==> config.mk <==
export PLATFORM = sky130hd
export DESIGN_NAME = exu_issue_ctrl_flat
export DESIGN_NICKNAME = d
export VERILOG_FILES = /design/src/rtl/exu_issue_ctrl_if.sv /design/src/rtl/exu_issue_ctrl.sv /design/src/flat_wrapper.sv
export SDC_FILE = /design/constraint.sdc
export NUM_CORES = 1
export LEC_CHECK = 0
export BUFFER_PORTS_ARGS = -buffer_cell sky130_fd_sc_hd__buf_2
export CORE_AREA = 2 2 133 135
export CTS_BUF_LIST = sky130_fd_sc_hd__clkbuf_16
export CTS_CLUSTER_SIZE = 24
export DETAILED_ROUTE_END_ITERATION = 7
export DIE_AREA = 0 0 135 137
export PLACE_DENSITY = 0.68
export SLEW_MARGIN = 20
export SYNTH_ARGS = -nofsm -noshare
export SYNTH_HDL_FRONTEND = slang
export SYNTH_SLANG_ARGS = --single-unit
==> constraint.sdc <==
create_clock -name clk -period 2.56 [get_ports clk]
set_clock_uncertainty 0.1 [all_clocks]
set_input_delay 0.384 -clock clk [delete_from_list [all_inputs] [get_ports clk]]
set_output_delay 0.384 -clock clk [all_outputs]
set_load 0.05 [all_outputs]
==> src/rtl/exu_issue_ctrl_if.sv <==
// exu_issue_ctrl_if: decode, LSU, GPR write-back, redirect and exception signals of the issue controller
interface exu_issue_ctrl_if #(
  parameter int XLEN = 32,
  parameter int PC_W = 32
);
  logic            inst_vld;
  logic            inst_rdy;
  logic [1:0]      inst_cls;
  logic [4:0]      inst_rd;
  logic [PC_W-1:0] inst_pc;
  logic [XLEN-1:0] alu_dst;
  logic [XLEN-1:0] st_data;
  logic            lsu_req_vld;
  logic            lsu_req_rdy;
  logic            lsu_req_we;
  logic [XLEN-1:0] lsu_req_addr;
  logic [XLEN-1:0] lsu_req_wdata;
  logic            lsu_rsp_vld;
  logic            lsu_rsp_err;
  logic [XLEN-1:0] lsu_rsp_data;
  logic            gpr_wen;
  logic [4:0]      gpr_waddr;
  logic [XLEN-1:0] gpr_wdata;
  logic            redir_vld;
  logic [PC_W-1:0] redir_pc;
  logic            exc_vld;
  logic            exc_tmo;
  logic            retire_vld;
  modport master (
    input  inst_vld, inst_cls, inst_rd, inst_pc, alu_dst, st_data,
    input  lsu_req_rdy, lsu_rsp_vld, lsu_rsp_err, lsu_rsp_data,
    output inst_rdy, lsu_req_vld, lsu_req_we, lsu_req_addr, lsu_req_wdata,
    output gpr_wen, gpr_waddr, gpr_wdata, redir_vld, redir_pc, exc_vld, exc_tmo, retire_vld
  );
  modport slave (
    output inst_vld, inst_cls, inst_rd, inst_pc, alu_dst, st_data,
    output lsu_req_rdy, lsu_rsp_vld, lsu_rsp_err, lsu_rsp_data,
    input  inst_rdy, lsu_req_vld, lsu_req_we, lsu_req_addr, lsu_req_wdata,
    input  gpr_wen, gpr_waddr, gpr_wdata, redir_vld, redir_pc, exc_vld, exc_tmo, retire_vld
  );
endinterface

==> src/rtl/exu_issue_ctrl.sv <==
// exu_issue_ctrl: execute-stage sequencing of ALU write-back, jumps and LSU transactions
module exu_issue_ctrl #(
  parameter int XLEN    = 32,
  parameter int PC_W    = 32,
  parameter int TMO_CYC = 64
) (
  input logic              clk,
  input logic              rst_n,
  exu_issue_ctrl_if.master bus
);
  localparam int CW = $clog2(TMO_CYC) + 1;
  localparam logic [CW-1:0] TMO_LAST = CW'(TMO_CYC - 1);
  typedef enum logic [1:0] {IDLE, REQ, RSP} state_t;
  state_t          r_state, w_state;
  logic [CW-1:0]   r_cnt;
  logic            r_ld;
  logic [4:0]      r_rd;
  logic            r_req_vld, w_req_vld, r_req_we, w_req_we;
  logic [XLEN-1:0] r_req_addr, w_req_addr, r_req_wdata, w_req_wdata;
  logic            r_gpr_wen, w_gpr_wen;
  logic [4:0]      r_gpr_waddr, w_gpr_waddr;
  logic [XLEN-1:0] r_gpr_wdata, w_gpr_wdata;
  logic            r_redir_vld, w_redir_vld;
  logic [PC_W-1:0] r_redir_pc, w_redir_pc;
  logic            r_exc_vld, w_exc_vld, r_exc_tmo, w_exc_tmo;
  logic            r_retire_vld, w_retire_vld;
  logic            w_acc, w_mem, w_jmp, w_rsp, w_tmo;
  assign w_acc = bus.inst_vld & (r_state == IDLE);
  assign w_mem = (bus.inst_cls == 2'd1) | (bus.inst_cls == 2'd2);
  assign w_jmp = bus.inst_cls == 2'd3;
  assign w_rsp = (r_state == RSP) & bus.lsu_rsp_vld;
  assign w_tmo = (r_state == RSP) & !bus.lsu_rsp_vld & (r_cnt == TMO_LAST);
  // state register
  always_ff @(posedge clk)
    r_state <= !rst_n ? IDLE : w_state;
  // next state: memory ops walk REQ -> RSP, a response or timeout returns to IDLE
  always_comb begin
    w_state = r_state;
    case (r_state)
      IDLE:    w_state = (w_acc & w_mem) ? REQ : IDLE;
      REQ:     w_state = bus.lsu_req_rdy ? RSP : REQ;
      default: w_state = (w_rsp | w_tmo) ? IDLE : RSP;
    endcase
  end
  // response-wait counter and the destination info needed when the LSU answers
  always_ff @(posedge clk) begin
    if (!rst_n) begin
      r_cnt <= '0;
      r_ld  <= 1'b0;
      r_rd  <= '0;
    end else begin
      r_cnt <= (r_state == REQ) ? '0 : (r_state == RSP && !bus.lsu_rsp_vld && r_cnt != TMO_LAST) ? r_cnt + CW'(1) : r_cnt;
      if (w_acc) begin
        r_ld <= bus.inst_cls == 2'd1;
        r_rd <= bus.inst_rd;
      end
    end
  end
  // next values of the registered outputs; a response beats a same-cycle timeout
  always_comb begin
    w_gpr_wen    = 1'b0;
    w_gpr_waddr  = r_gpr_waddr;
    w_gpr_wdata  = r_gpr_wdata;
    w_redir_vld  = 1'b0;
    w_redir_pc   = r_redir_pc;
    w_exc_vld    = 1'b0;
    w_exc_tmo    = r_exc_tmo;
    w_retire_vld = 1'b0;
    w_req_vld    = r_req_vld & !(r_state == REQ & bus.lsu_req_rdy);
    w_req_we     = r_req_we;
    w_req_addr   = r_req_addr;
    w_req_wdata  = r_req_wdata;
    if (w_acc & w_mem) begin
      w_req_vld   = 1'b1;
      w_req_we    = bus.inst_cls == 2'd2;
      w_req_addr  = bus.alu_dst;
      w_req_wdata = bus.st_data;
    end
    if (w_acc & !w_mem) begin
      w_gpr_wen    = bus.inst_rd != 5'd0;
      w_gpr_waddr  = bus.inst_rd;
      w_gpr_wdata  = w_jmp ? XLEN'(bus.inst_pc + PC_W'(4)) : bus.alu_dst;
      w_redir_vld  = w_jmp;
      w_redir_pc   = w_jmp ? {bus.alu_dst[PC_W-1:1], 1'b0} : r_redir_pc;
      w_retire_vld = 1'b1;
    end
    if (w_rsp) begin
      w_exc_vld    = bus.lsu_rsp_err;
      w_exc_tmo    = bus.lsu_rsp_err ? 1'b0 : r_exc_tmo;
      w_retire_vld = !bus.lsu_rsp_err;
      w_gpr_wen    = !bus.lsu_rsp_err & r_ld & (r_rd != 5'd0);
      w_gpr_waddr  = bus.lsu_rsp_err ? r_gpr_waddr : r_rd;
      w_gpr_wdata  = bus.lsu_rsp_err ? r_gpr_wdata : bus.lsu_rsp_data;
    end
    if (w_tmo) begin
      w_exc_vld = 1'b1;
      w_exc_tmo = 1'b1;
    end
  end
  // output registers; reset clears everything, dropping any in-flight instruction
  always_ff @(posedge clk) begin
    if (!rst_n) begin
      r_gpr_wen    <= 1'b0;
      r_gpr_waddr  <= '0;
      r_gpr_wdata  <= '0;
      r_redir_vld  <= 1'b0;
      r_redir_pc   <= '0;
      r_exc_vld    <= 1'b0;
      r_exc_tmo    <= 1'b0;
      r_retire_vld <= 1'b0;
      r_req_vld    <= 1'b0;
      r_req_we     <= 1'b0;
      r_req_addr   <= '0;
      r_req_wdata  <= '0;
    end else begin
      r_gpr_wen    <= w_gpr_wen;
      r_gpr_waddr  <= w_gpr_waddr;
      r_gpr_wdata  <= w_gpr_wdata;
      r_redir_vld  <= w_redir_vld;
      r_redir_pc   <= w_redir_pc;
      r_exc_vld    <= w_exc_vld;
      r_exc_tmo    <= w_exc_tmo;
      r_retire_vld <= w_retire_vld;
      r_req_vld    <= w_req_vld;
      r_req_we     <= w_req_we;
      r_req_addr   <= w_req_addr;
      r_req_wdata  <= w_req_wdata;
    end
  end
  assign bus.inst_rdy      = r_state == IDLE;
  assign bus.lsu_req_vld   = r_req_vld;
  assign bus.lsu_req_we    = r_req_we;
  assign bus.lsu_req_addr  = r_req_addr;
  assign bus.lsu_req_wdata = r_req_wdata;
  assign bus.gpr_wen       = r_gpr_wen;
  assign bus.gpr_waddr     = r_gpr_waddr;
  assign bus.gpr_wdata     = r_gpr_wdata;
  assign bus.redir_vld     = r_redir_vld;
  assign bus.redir_pc      = r_redir_pc;
  assign bus.exc_vld       = r_exc_vld;
  assign bus.exc_tmo       = r_exc_tmo;
  assign bus.retire_vld    = r_retire_vld;
endmodule

==> src/flat_wrapper.sv <==
// flat-port wrapper written by rule: the top's interface ports become plain ports
module exu_issue_ctrl_flat 
#(
  parameter int XLEN    = 32,
  parameter int PC_W    = 32,
  parameter int TMO_CYC = 64
)
  (clk, rst_n, bus_inst_vld, bus_inst_cls, bus_inst_rd, bus_inst_pc, bus_alu_dst, bus_st_data, bus_lsu_req_rdy, bus_lsu_rsp_vld, bus_lsu_rsp_err, bus_lsu_rsp_data, bus_inst_rdy, bus_lsu_req_vld, bus_lsu_req_we, bus_lsu_req_addr, bus_lsu_req_wdata, bus_gpr_wen, bus_gpr_waddr, bus_gpr_wdata, bus_redir_vld, bus_redir_pc, bus_exc_vld, bus_exc_tmo, bus_retire_vld);
  exu_issue_ctrl_if #(.XLEN(XLEN), .PC_W(PC_W)) bus_i ();
  input logic clk;
  input logic rst_n;
  input wire logic [$bits(bus_i.inst_vld)-1:0] bus_inst_vld;
  input wire logic [$bits(bus_i.inst_cls)-1:0] bus_inst_cls;
  input wire logic [$bits(bus_i.inst_rd)-1:0] bus_inst_rd;
  input wire logic [$bits(bus_i.inst_pc)-1:0] bus_inst_pc;
  input wire logic [$bits(bus_i.alu_dst)-1:0] bus_alu_dst;
  input wire logic [$bits(bus_i.st_data)-1:0] bus_st_data;
  input wire logic [$bits(bus_i.lsu_req_rdy)-1:0] bus_lsu_req_rdy;
  input wire logic [$bits(bus_i.lsu_rsp_vld)-1:0] bus_lsu_rsp_vld;
  input wire logic [$bits(bus_i.lsu_rsp_err)-1:0] bus_lsu_rsp_err;
  input wire logic [$bits(bus_i.lsu_rsp_data)-1:0] bus_lsu_rsp_data;
  output wire logic [$bits(bus_i.inst_rdy)-1:0] bus_inst_rdy;
  output wire logic [$bits(bus_i.lsu_req_vld)-1:0] bus_lsu_req_vld;
  output wire logic [$bits(bus_i.lsu_req_we)-1:0] bus_lsu_req_we;
  output wire logic [$bits(bus_i.lsu_req_addr)-1:0] bus_lsu_req_addr;
  output wire logic [$bits(bus_i.lsu_req_wdata)-1:0] bus_lsu_req_wdata;
  output wire logic [$bits(bus_i.gpr_wen)-1:0] bus_gpr_wen;
  output wire logic [$bits(bus_i.gpr_waddr)-1:0] bus_gpr_waddr;
  output wire logic [$bits(bus_i.gpr_wdata)-1:0] bus_gpr_wdata;
  output wire logic [$bits(bus_i.redir_vld)-1:0] bus_redir_vld;
  output wire logic [$bits(bus_i.redir_pc)-1:0] bus_redir_pc;
  output wire logic [$bits(bus_i.exc_vld)-1:0] bus_exc_vld;
  output wire logic [$bits(bus_i.exc_tmo)-1:0] bus_exc_tmo;
  output wire logic [$bits(bus_i.retire_vld)-1:0] bus_retire_vld;
  assign bus_i.inst_vld = bus_inst_vld;
  assign bus_i.inst_cls = bus_inst_cls;
  assign bus_i.inst_rd = bus_inst_rd;
  assign bus_i.inst_pc = bus_inst_pc;
  assign bus_i.alu_dst = bus_alu_dst;
  assign bus_i.st_data = bus_st_data;
  assign bus_i.lsu_req_rdy = bus_lsu_req_rdy;
  assign bus_i.lsu_rsp_vld = bus_lsu_rsp_vld;
  assign bus_i.lsu_rsp_err = bus_lsu_rsp_err;
  assign bus_i.lsu_rsp_data = bus_lsu_rsp_data;
  assign bus_inst_rdy = bus_i.inst_rdy;
  assign bus_lsu_req_vld = bus_i.lsu_req_vld;
  assign bus_lsu_req_we = bus_i.lsu_req_we;
  assign bus_lsu_req_addr = bus_i.lsu_req_addr;
  assign bus_lsu_req_wdata = bus_i.lsu_req_wdata;
  assign bus_gpr_wen = bus_i.gpr_wen;
  assign bus_gpr_waddr = bus_i.gpr_waddr;
  assign bus_gpr_wdata = bus_i.gpr_wdata;
  assign bus_redir_vld = bus_i.redir_vld;
  assign bus_redir_pc = bus_i.redir_pc;
  assign bus_exc_vld = bus_i.exc_vld;
  assign bus_exc_tmo = bus_i.exc_tmo;
  assign bus_retire_vld = bus_i.retire_vld;
  exu_issue_ctrl #(.XLEN(XLEN), .PC_W(PC_W), .TMO_CYC(TMO_CYC)) u_core (.clk(clk), .rst_n(rst_n), .bus(bus_i));
endmodule
==> summary.log, run 1 <==
[floorplanning] die width 135 um
[sta] transition time at the pin with the least slew margin 0.580 ns
[sta] setup repair after global routing missed its margin false
[synth] share of flip-flops with an asynchronous set or reset 0%
[sta] timing-limited maximum frequency 0.437 GHz
[worst_hold_path] hold depth 3
[worst_hold_path] endpoint of the worst hold path u_core.bus.lsu_req_wdata[18]
[clock_tree] total CTS buffers 17
[synth] arithmetic-cell share of the synthesized area counting full adders, half adders and majority gates 0.936%
[worst_hold_path] Worst Min Path Start bus_st_data[18]
[synth] largest cells by area after synthesis dfxtp_1 (46%), nand2_1 (14%), a21oi_1 (10%)
[floorplanning] initial core utilization 39.2%
[grt] total global-route track usage 23.7%
[synth] register area share after synthesis 46.1%
[floorplanning] IO Pins 282
[sta] clock period minus worst slack 2.29 ns
[synth] average cell area after synthesis 7.92 um2
[detailed_routing] remaining number of nets flagged by the antenna check after routing 0
[clock_tree] maximum count of clock buffers along a single path 2
[clock_tree] post-cts sizing count 0
[power_and_ir_drop] Lkg Pwr 3.89 nW
[layout] Layout Area Growth over Synthesis 33.7%
[worst_setup_path] Worst Path Max Fanout 13
[layout] post-route design area 8940 um2
[place] instance area after placement 8350 um2
[clock_tree] clk_lat worst skew 0.42 ns
[clock_tree] number of setup buffers added after CTS 0
[sta] worst path setup slack after routing 0.273 ns
[synth] Yosys top cell by area dfxtp_1
[power_and_ir_drop] worst vdd ir 0.449 mV
[synth] compound-cell area share of the yosys netlist 19.3%
[worst_setup_path] launch point of the worst reg-to-reg path u_core.r_state[1]
[detailed_routing] first-pass detailed-route iteration total 6
[floorplanning] Site Rows 48
[detailed_routing] remaining design rule violation count 0
[place] Final GP Congestion 0.860
[grt] vias in the first global route 6340
[worst_setup_path] number of cells on the worst reg-to-reg path 6
[synth] total of warnings raised by yosys 0
[place] HPWL reported at the end of detailed placement 16500 um
[run] number of violations of the max-capacitance limit 0
[worst_setup_path] Req. time, crit path 2.81 ns
[layout] area taken by flip-flops and latches 3080 um2
[synth] primary flip-flop cell chosen by synthesis mapping dfxtp_1
[detailed_routing] total wire length after detailed routing 22400 um
[grt] residual overflow from global routing 0
[sta] number of hold violations in the final report 0
[clock_tree] TritonCTS sink count 154
[synth] dominant combinational cell family by area after synthesis simple AND/OR/NAND/NOR gates
[layout] Ant. Diodes 0
[clock_tree] # hold bufs at CTS 0
[synth] count of unique library cells instantiated by Yosys 61
[worst_setup_path] source of the critical timing path u_core.r_state[1]
[power_and_ir_drop] PnR Total Power 6.38 mW
[grt] wire length of the first global-routing pass 33900 um
[layout] most frequent cells in the layout buf_2 (280), nand2_1 (256), dfxtp_1 (154)
[synth] top-area cell type share of the netlist area 46.1%
[place] port bufs 280
[grt] number of antenna violations at the first check in global routing 0
[layout] Nets 1256
[detailed_routing] detail-routed net length per standard cell 16.6 um
[clock_tree] clk slew on worst S/H paths 0.06 ns
[layout] share of post-route cells with drive strength above 1 31.4%
[sta] share of the clock period used by the worst path 89.3%
[sta] Slew Viols, Final 0
[synth] net count after synthesis 990
[layout] area of combinational cells with multiple inputs 3300 um2
[floorplanning] die area 18500 um2
[worst_setup_path] startpoint-to-endpoint class of the critical path reg -> reg
[synth] number of enable flip-flop cells after synthesis 0
[place] setup slack after placement 0.142 ns
[floorplanning] Core Area 17100 um2
[clock_tree] Root Driver clkbuf_16
[sta] post-route setup TNS 0 ns
[floorplanning] Chip Height 137 um
[synth] multiplexer area fraction after synthesis 0.899%
[synth] post-synthesis simple-gate area fraction 24.0%
[synth] Mapped Cells 844
[grt] largest net degree at the start of global routing 40
[sta] setup violation total in the final timing report 0
[synth] synthesized cell area 6680 um2
[detailed_routing] count of vias placed by the detailed router 6946
[layout] most common library cell in the layout ignoring fill and taps buf_2
[worst_setup_path] kind of capture point of the worst setup path register
[worst_setup_path] endpoint of the worst-slack reg-to-reg timing path u_core.bus.gpr_wdata[13]
[worst_hold_path] Hold WC Path Type in -> reg
[detailed_routing] number of vias per cell 5.16
[clock_tree] TritonCTS clock tree built
[synth] Seq cells post-synth 154
[synth] synthesized-area fraction occupied by xor and xnor cells 3.93%
[clock_tree] H-tree levels 4
[outcome] status complete, no violations
[layout] filler cell count in the final layout 1696
[sta] Max-Slew Margin vs Limit 61.0%
[detailed_routing] Starting DRT DRC Count 431
[power_and_ir_drop] Pwr per Cell Area 714 nW/um2
[worst_setup_path] minimum setup slack among reg-to-reg paths 0.27 ns
[worst_setup_path] startpoint type of the worst setup path register
[worst_setup_path] crit path DAT 2.53 ns
==> worst max-delay path, cell delays in order, from the launching register on <==
cell and delay (ns):
dfxtp_1 0.51, nand4bb_1 0.34, nor2b_2 0.27, buf_4 0.19, nor2_1 0.41, o221ai_1 0.21
o21ai_0 0.17
==> routing by layer <==
layer | track usage (%) | up-vias | share of wire [%]
met2 | 38.9 | 265 | 47
met3 | 7.00 | 22 | 7.9
met5 | 0 | - | 0
met1 | 30.4 | 3225 | 44
met4 | 6.54 | 0 | 1.4
li1 | - | 3434 | -
==> sequential cells by signal, indices dropped and copies added (netlist names) <==
register,cells
u_core.bus.exc_tmo,1
u_core.bus.exc_vld,1
u_core.bus.gpr_waddr,5
u_core.bus.gpr_wdata,32
u_core.bus.gpr_wen,1
u_core.bus.lsu_req_addr,32
u_core.bus.lsu_req_vld,1
u_core.bus.lsu_req_wdata,32
u_core.bus.lsu_req_we,1
u_core.bus.redir_pc,31
u_core.bus.redir_vld,1
u_core.bus.retire_vld,1
u_core.r_cnt,7
u_core.r_ld,1
u_core.r_rd,5
u_core.r_state,2
==> cells in the mapped netlist (all sizes together), types with 3 or more instances <==
cell / number
o221ai: 14
a211oi: 8
or3: 4
and3: 6
nor4: 6
nor3: 11
nand2: 256
o21ai: 19
mux2i: 6
o32ai: 3
dfxtp: 154
a21oi: 135
nor2: 41
o22ai: 4
nand4: 8
nand3: 17
buf: 22
ha: 5
xnor2: 15
o211ai: 6
a221oi: 8
xor2: 15
a311oi: 6
or4: 4
clkbuf: 33
inv: 13
==> final cells by class <==
cell class	instances	share of cell area, %
multi-input cells	621	36.9
well taps	225	3.15
clock buffers	17	4.76
flip-flops and latches	154	34.5
inverters	13	0.574
repair buffers	303	18.3
clock inverters	14	1.76
==> worst max-delay path by stage <==
| stage | end | slack [ns] | cells past startpoint |
|---|---|---|---|
| 2_1_floorplan | u_core.bus.lsu_req_addr[0] | 0.13 | 9 |
| 3_3_place_gp | u_core.bus.gpr_wdata[15] | 0.23 | 9 |
| 3_5_place_dp | u_core.bus.gpr_wdata[13] | 0.14 | 9 |
| 4_1_cts | u_core.bus.gpr_wdata[13] | 0.28 | 6 |
| 5_1_grt | u_core.bus.gpr_wdata[15] | 0.11 | 6 |
| 6_report | u_core.bus.gpr_wdata[13] | 0.27 | 6 |
==> report_power, final <==
| group | internal, mW | switching (mW) | total (mW) |
|---|---|---|---|
| logic | 0.348 | 0.908 | 1.26 |
| registers | 2.53 | 0.0672 | 2.59 |
| clock network | 1.52 | 1.02 | 2.53 |
==> stage by stage <==
| stage | cells | hold slack [ns] | util [%] |
|---|---|---|---|
| finish | 1347 | 0.0953 | 52.4 |
| global route | 1347 | 0.0794 | 52.4 |
| CTS | 1347 | 0.0752 | 52.4 |
| detailed placement | 1316 | 0.341 | 49.0 |
| global placement | 1316 | 0.338 | 49.0 |
| floorplan | 844 | 0.337 | - |
==> cells by family after synthesis <==
family | count (synthesis)
adders and majority gates | 5
buffers and inverters | 69
xor gates and xnor gates | 30
DFF | 154
muxes | 6
other | 1
and+or+nand+nor | 364
AOI/OAI and AO/OA | 215
(Power assumes the default switching activity.)
==> inputs of run 2 (changes only) <==
--- a/config.mk
+++ b/config.mk
@@ -6,11 +6,11 @@
 export NUM_CORES = 1
 export LEC_CHECK = 0
 export BUFFER_PORTS_ARGS = -buffer_cell sky130_fd_sc_hd__buf_2
-export CORE_AREA = 2 2 133 135
+export CORE_AREA = 5 5 136 138
 export CTS_BUF_LIST = sky130_fd_sc_hd__clkbuf_16
 export CTS_CLUSTER_SIZE = 24
 export DETAILED_ROUTE_END_ITERATION = 7
-export DIE_AREA = 0 0 135 137
+export DIE_AREA = 0 0 141 143
 export PLACE_DENSITY = 0.68
 export SLEW_MARGIN = 20
 export SYNTH_ARGS = -nofsm -noshare
==> run 2 against run 1 <==
Compared with the run above: die area up 9.0%; non-clock buffer count increased by 1; fmax rose by 2.7%; highest routed layer unchanged.
==> summary.log, run 2 (synthesized netlist as in run 1, its figures left out) <==
[outcome] status complete, no violations
[detailed_routing] count of vias placed by the detailed router 6863
[layout] filler cell count in the final layout 1651
[run] number of violations of the max-capacitance limit 0
[clock_tree] total CTS buffers 17
[clock_tree] post-cts sizing count 0
[detailed_routing] first-pass detailed-route iteration total 5
[clock_tree] number of setup buffers added after CTS 0
[grt] wire length of the first global-routing pass 36100 um
[worst_setup_path] crit path DAT 2.47 ns
[layout] post-layout instance count excluding filler cells 1351
[detailed_routing] Starting DRT DRC Count 345
[worst_setup_path] Req. time, crit path 2.80 ns
[worst_hold_path] Worst Min Path Start bus_st_data[30]
[sta] share of the clock period used by the worst path 87.0%
[grt] number of antenna violations at the first check in global routing 1
[worst_setup_path] startpoint-to-endpoint class of the critical path reg -> reg
[power_and_ir_drop] Lkg Pwr 3.87 nW
[clock_tree] TritonCTS clock tree built
[layout] share of post-route cells with drive strength above 1 31.5%
[sta] worst hold slack across all endpoints 0.0907 ns
[clock_tree] Root Driver clkbuf_16
[place] HPWL reported at the end of detailed placement 17300 um
[floorplanning] initial core utilization 39.2%
[sta] timing-limited maximum frequency 0.449 GHz
[floorplanning] die width 141 um
[floorplanning] Site Rows 48
[layout] Nets 1257
[floorplanning] Chip Height 143 um
[sta] Slew Viols, Final 0
[worst_setup_path] Worst Path Max Fanout 17
[worst_setup_path] launch point of the worst reg-to-reg path u_core.r_state[1]
[floorplanning] Core Area 17100 um2
[clock_tree] H-tree levels 4
[worst_setup_path] source of the critical timing path u_core.r_state[1]
[grt] vias in the first global route 6612
[sta] clock period minus worst slack 2.23 ns
[sta] post-route setup TNS 0 ns
[grt] largest net degree at the start of global routing 53
[detailed_routing] total wire length after detailed routing 23000 um
[clock_tree] maximum count of clock buffers along a single path 2
[layout] most common library cell in the layout ignoring fill and taps buf_2
[worst_setup_path] startpoint type of the worst setup path register
[detailed_routing] detail-routed net length per standard cell 17.0 um
[layout] most frequent cells in the layout buf_2 (280), nand2_1 (256), dfxtp_1 (154)
[detailed_routing] number of vias per cell 5.08
[grt] total global-route track usage 22.5%
[clock_tree] TritonCTS sink count 154
[worst_setup_path] kind of capture point of the worst setup path register
[sta] Max-Slew Margin vs Limit 57.4%
[floorplanning] die area 20200 um2
[worst_hold_path] Hold WC Path Type in -> reg
[clock_tree] clk slew on worst S/H paths 0.07 ns
[place] number of placed instances with taps included 1317
[power_and_ir_drop] worst vdd ir 0.461 mV
[place] port bufs 280
[grt] residual overflow from global routing 0
[power_and_ir_drop] Pwr per Cell Area 705 nW/um2
[floorplanning] IO Pins 282
[sta] transition time at the pin with the least slew margin 0.634 ns
[sta] number of hold violations in the final report 0
[clock_tree] clk_lat worst skew 0.42 ns
[clock_tree] # hold bufs at CTS 0
[detailed_routing] remaining number of nets flagged by the antenna check after routing 0
[sta] setup violation total in the final timing report 0
[sta] setup repair after global routing missed its margin false
[layout] Layout Area Growth over Synthesis 33.2%
[place] Final GP Congestion 0.835
[power_and_ir_drop] PnR Total Power 6.28 mW
[detailed_routing] remaining design rule violation count 0
[run 2: changes by cell type in the layout (fill, tap and decap cells not counted)]
cell | before | now
and2_1 | 1 | 2
and2_2 | 1 | 0
buf_12 | 5 | 3
buf_4 | 18 | 21
bufinv_16 | 3 | 1
clkinv_2 | 4 | 2
clkinv_4 | 2 | 3
diode_2 | 0 | 2
inv_1 | 13 | 12
inv_6 | 0 | 4
inv_8 | 0 | 1
[run 2: stage by stage]
step / cell area, um2 / util [%] / setup WS (ns)
2_1_floorplan: 6680 / - / 0.132
3_3_place_gp: 8330 / 48.9 / 0.226
3_5_place_dp: 8330 / 48.9 / 0.170
4_1_cts: 8900 / 52.2 / 0.333
5_1_grt: 8900 / 52.2 / 0.115
6_report: 8900 / 52.2 / 0.334
[run 2: critical path, stage by stage (launching register included)]
cell and delay (ns):
dfxtp_1 0.51, nand4bb_1 0.34, nor2b_2 0.29, buf_12 0.15, nor2_1 0.38, o221ai_1 0.20
o21ai_0 0.18
[run 2: per-layer routing]
metal  GRT usage, %  part of all wire [%]  vias up
met4           6.37                   1.5        0
met2           36.8                    47      250
met5              0                     0        -
li1               -                     -     3439
met1           29.0                    43     3149
met3           6.73                   8.2       25
[run 2: final timing paths]
path | slack, ns | end | cells after the start
worst max-delay path | 0.33 | u_core.bus.gpr_wdata[15] | 6
worst min-delay path | 0.09 | u_core.bus.lsu_req_wdata[30] | 3
worst max register to register | 0.33 | u_core.bus.gpr_wdata[15] | 6
worst min register to register | 0.35 | u_core.bus.gpr_wdata[10] | 2
[run 2: cell type report]
type | count | area, um2 | share of cell area (%)
multi-input combinational | 621 | 3300 | 37.1
timing repair buffer | 304 | 1620 | 18.2
inverter | 13 | 51.3 | 0.576
antenna | 2 | 5.00 | 0.0562
sequential | 154 | 3080 | 34.6
tap | 225 | 282 | 3.16
clock inverter | 15 | 139 | 1.56
clock buffer | 17 | 425 | 4.78
[run 2: where the power goes]
part           internal (mW)  switching (mW)  leakage, nW  total, mW
registers               2.52          0.0674         1.25       2.59
clock network           1.35            1.09        0.270       2.44
logic                  0.342           0.904         2.34       1.25
total                   4.22            2.06         3.87       6.28
==> inputs of run 3 (changes only) <==
--- a/config.mk
+++ b/config.mk
@@ -11,6 +11,7 @@
 export CTS_CLUSTER_SIZE = 24
 export DETAILED_ROUTE_END_ITERATION = 7
 export DIE_AREA = 0 0 141 143
+export HOLD_SLACK_MARGIN = 0.12
 export PLACE_DENSITY = 0.68
 export SLEW_MARGIN = 20
 export SYNTH_ARGS = -nofsm -noshare
==> run 3 against run 2 <==
Compared with the run above: register-to-register slack better by 0.16 ns; critical path type is now in -> reg; via count up 4.3%; hold slack better by 0.050 ns; largest cell class unchanged; wire length up 4.6%; final area up 6.5%; non-clock buffer count up 58; cell count up 4.3%.
==> summary.log, run 3 (synthesized netlist as in run 1, its figures left out) <==
[clock_tree] total CTS buffers 17
[grt] number of antenna violations at the first check in global routing 1
[layout] filler cell count in the final layout 1580
[worst_setup_path] master of the slowest instance on the critical path dlygate4sd3_1
[power_and_ir_drop] Lkg Pwr 4.11 nW
[grt] total global-route track usage 23.6%
[worst_hold_path] Hold WC Path Type in -> reg
[place] Final GP Congestion 0.835
[place] HPWL reported at the end of detailed placement 17300 um
[worst_setup_path] cell family contributing the most delay on the critical path simple AND/OR/NAND/NOR gates
[floorplanning] Chip Height 143 um
[sta] number of hold violations in the final report 0
[power_and_ir_drop] PnR Total Power 6.35 mW
[worst_setup_path] crit path DAT 2.50 ns
[run] number of violations of the max-capacitance limit 0
[sta] clock period minus worst slack 2.25 ns
[sta] setup violation total in the final timing report 0
[worst_setup_path] startpoint type of the worst setup path input pin
[layout] Layout Area Growth over Synthesis 42.0%
[sta] post-route setup TNS 0 ns
[grt] residual overflow from global routing 0
[clock_tree] clk slew on worst S/H paths 0.06 ns
[floorplanning] IO Pins 282
[worst_setup_path] startpoint-to-endpoint class of the critical path in -> reg
[sta] transition time at the pin with the least slew margin 0.633 ns
[worst_setup_path] Worst Path Max Fanout 17
[grt] wire length of the first global-routing pass 38000 um
[floorplanning] die area 20200 um2
[detailed_routing] total wire length after detailed routing 24000 um
[sta] Slew Viols, Final 0
[outcome] status complete, no violations
[floorplanning] Core Area 17100 um2
[power_and_ir_drop] Pwr per Cell Area 670 nW/um2
[detailed_routing] count of vias placed by the detailed router 7156
[detailed_routing] remaining design rule violation count 0
[sta] setup repair after global routing missed its margin false
[detailed_routing] number of vias per cell 5.08
[worst_setup_path] kind of capture point of the worst setup path register
[layout] share of post-route cells with drive strength above 1 30.0%
[clock_tree] number of setup buffers added after CTS 0
[clock_tree] maximum count of clock buffers along a single path 2
[grt] largest net degree at the start of global routing 53
[layout] most frequent cells in the layout buf_2 (280), nand2_1 (256), dfxtp_1 (154)
[floorplanning] initial core utilization 39.2%
[detailed_routing] remaining number of nets flagged by the antenna check after routing 0
[worst_setup_path] number of cells on the worst reg-to-reg path 6
[worst_setup_path] launch point of the worst reg-to-reg path u_core.r_state[1]
[floorplanning] die width 141 um
[clock_tree] Root Driver clkbuf_16
[sta] share of the clock period used by the worst path 88.0%
[floorplanning] Site Rows 48
[sta] timing-limited maximum frequency 0.444 GHz
[worst_setup_path] endpoint of the worst-slack reg-to-reg timing path u_core.bus.gpr_wdata[13]
[sta] Max-Slew Margin vs Limit 57.4%
[clock_tree] TritonCTS clock tree built
[clock_tree] clk_lat worst skew 0.42 ns
[clock_tree] TritonCTS sink count 154
[worst_hold_path] endpoint of the worst hold path u_core.r_state[0]
[detailed_routing] detail-routed net length per standard cell 17.0 um
[worst_setup_path] worst path cell trace dlygate4sd3_1 -> buf_2 -> nand4bb_1 -> nor2b_2 -> buf_12 -> nor2_2 -> o221ai_1 -> o21ai_0
[layout] Nets 1315
[worst_hold_path] hold depth 3
[worst_setup_path] minimum setup slack among reg-to-reg paths 0.49 ns
[grt] vias in the first global route 7078
[power_and_ir_drop] worst vdd ir 0.459 mV
[worst_hold_path] Worst Min Path Start bus_lsu_req_rdy
[detailed_routing] Starting DRT DRC Count 322
[worst_setup_path] Req. time, crit path 2.81 ns
[place] port bufs 280
[clock_tree] H-tree levels 4
[layout] most common library cell in the layout ignoring fill and taps buf_2
[detailed_routing] first-pass detailed-route iteration total 5
[worst_setup_path] number of buffer and inverter instances along the worst setup path 3
[worst_setup_path] delay contributed by the slowest stage of the critical path 0.55 ns
[run 3: cell types whose count changed in the layout (fill, tap and decap cells not counted), sizes merged]
| cell | delta |
|---|---|
| dlygate4sd3 | +58 |
[run 3: repair_timing]
action | 4_1_cts | 5_1_grt
hold buffers | 58 | 0
gates resized for setup | 0 | 1
endpoints found under the setup margin | 0 | 1
hold endpoints to repair | 70 | 0
[run 3: worst max-delay path by stage]
stage | end | slack (ns) | depth (start not counted) | from
global placement | u_core.bus.gpr_wdata[28] | 0.23 | 8 | bus_inst_cls[0]
floorplan | u_core.bus.lsu_req_addr[0] | 0.13 | 9 | u_core.r_state[1]
detailed placement | u_core.bus.gpr_wdata[19] | 0.17 | 8 | bus_inst_cls[0]
CTS | u_core.bus.gpr_wdata[14] | 0.17 | 8 | bus_lsu_rsp_err
global route | u_core.bus.gpr_wdata[15] | 0.18 | 8 | bus_lsu_rsp_err
finish | u_core.bus.gpr_wdata[13] | 0.31 | 8 | bus_lsu_rsp_err
[run 3: layout make-up]
class / instances / area (um2) / share of cell area [%]
clock inverter: 15 / 139 / 1.46
timing repair buffer: 362 / 2200 / 23.2
sequential: 154 / 3080 / 32.5
inverter: 13 / 51.3 / 0.541
antenna: 2 / 5.00 / 0.0528
clock buffer: 17 / 425 / 4.48
tap: 225 / 282 / 2.97
multi-input combinational: 621 / 3300 / 34.8
[run 3: per-layer routing]
layer,vias up,share of wire (%),global-route usage [%]
li1,3551,-,-
met1,3292,42,29.8
met2,280,48,39.2
met3,33,8.2,6.53
met4,0,1.9,7.80
met5,-,0,0
[run 3: worst reg2reg max path, cell delays in order, from the launching register on]
cell	delay (ns)
dfxtp_1	0.51
nand4bb_1	0.34
nor2b_2	0.29
buf_12	0.15
nor2_2	0.26
o221ai_1	0.18
o21ai_0	0.16
[run 3: power by group]
group	internal [mW]	switching, mW	leakage (nW)
clock	1.35	1.08	0.270
sequential	2.52	0.0688	1.25
combinational	0.400	0.922	2.58
[run 3: through the flow]
step                utilization [%]  worst slack [ns]  instances  hold WS, ns  instance area, um2
floorplan                         -             0.132        844        0.337                6680
global placement               48.9             0.226       1317        0.334                8330
detailed placement             48.9             0.170       1317        0.342                8330
CTS                            55.6             0.169       1407        0.122                9480
global route                   55.6             0.184       1408        0.127                9480
finish                         55.6             0.308       1409        0.140                9490
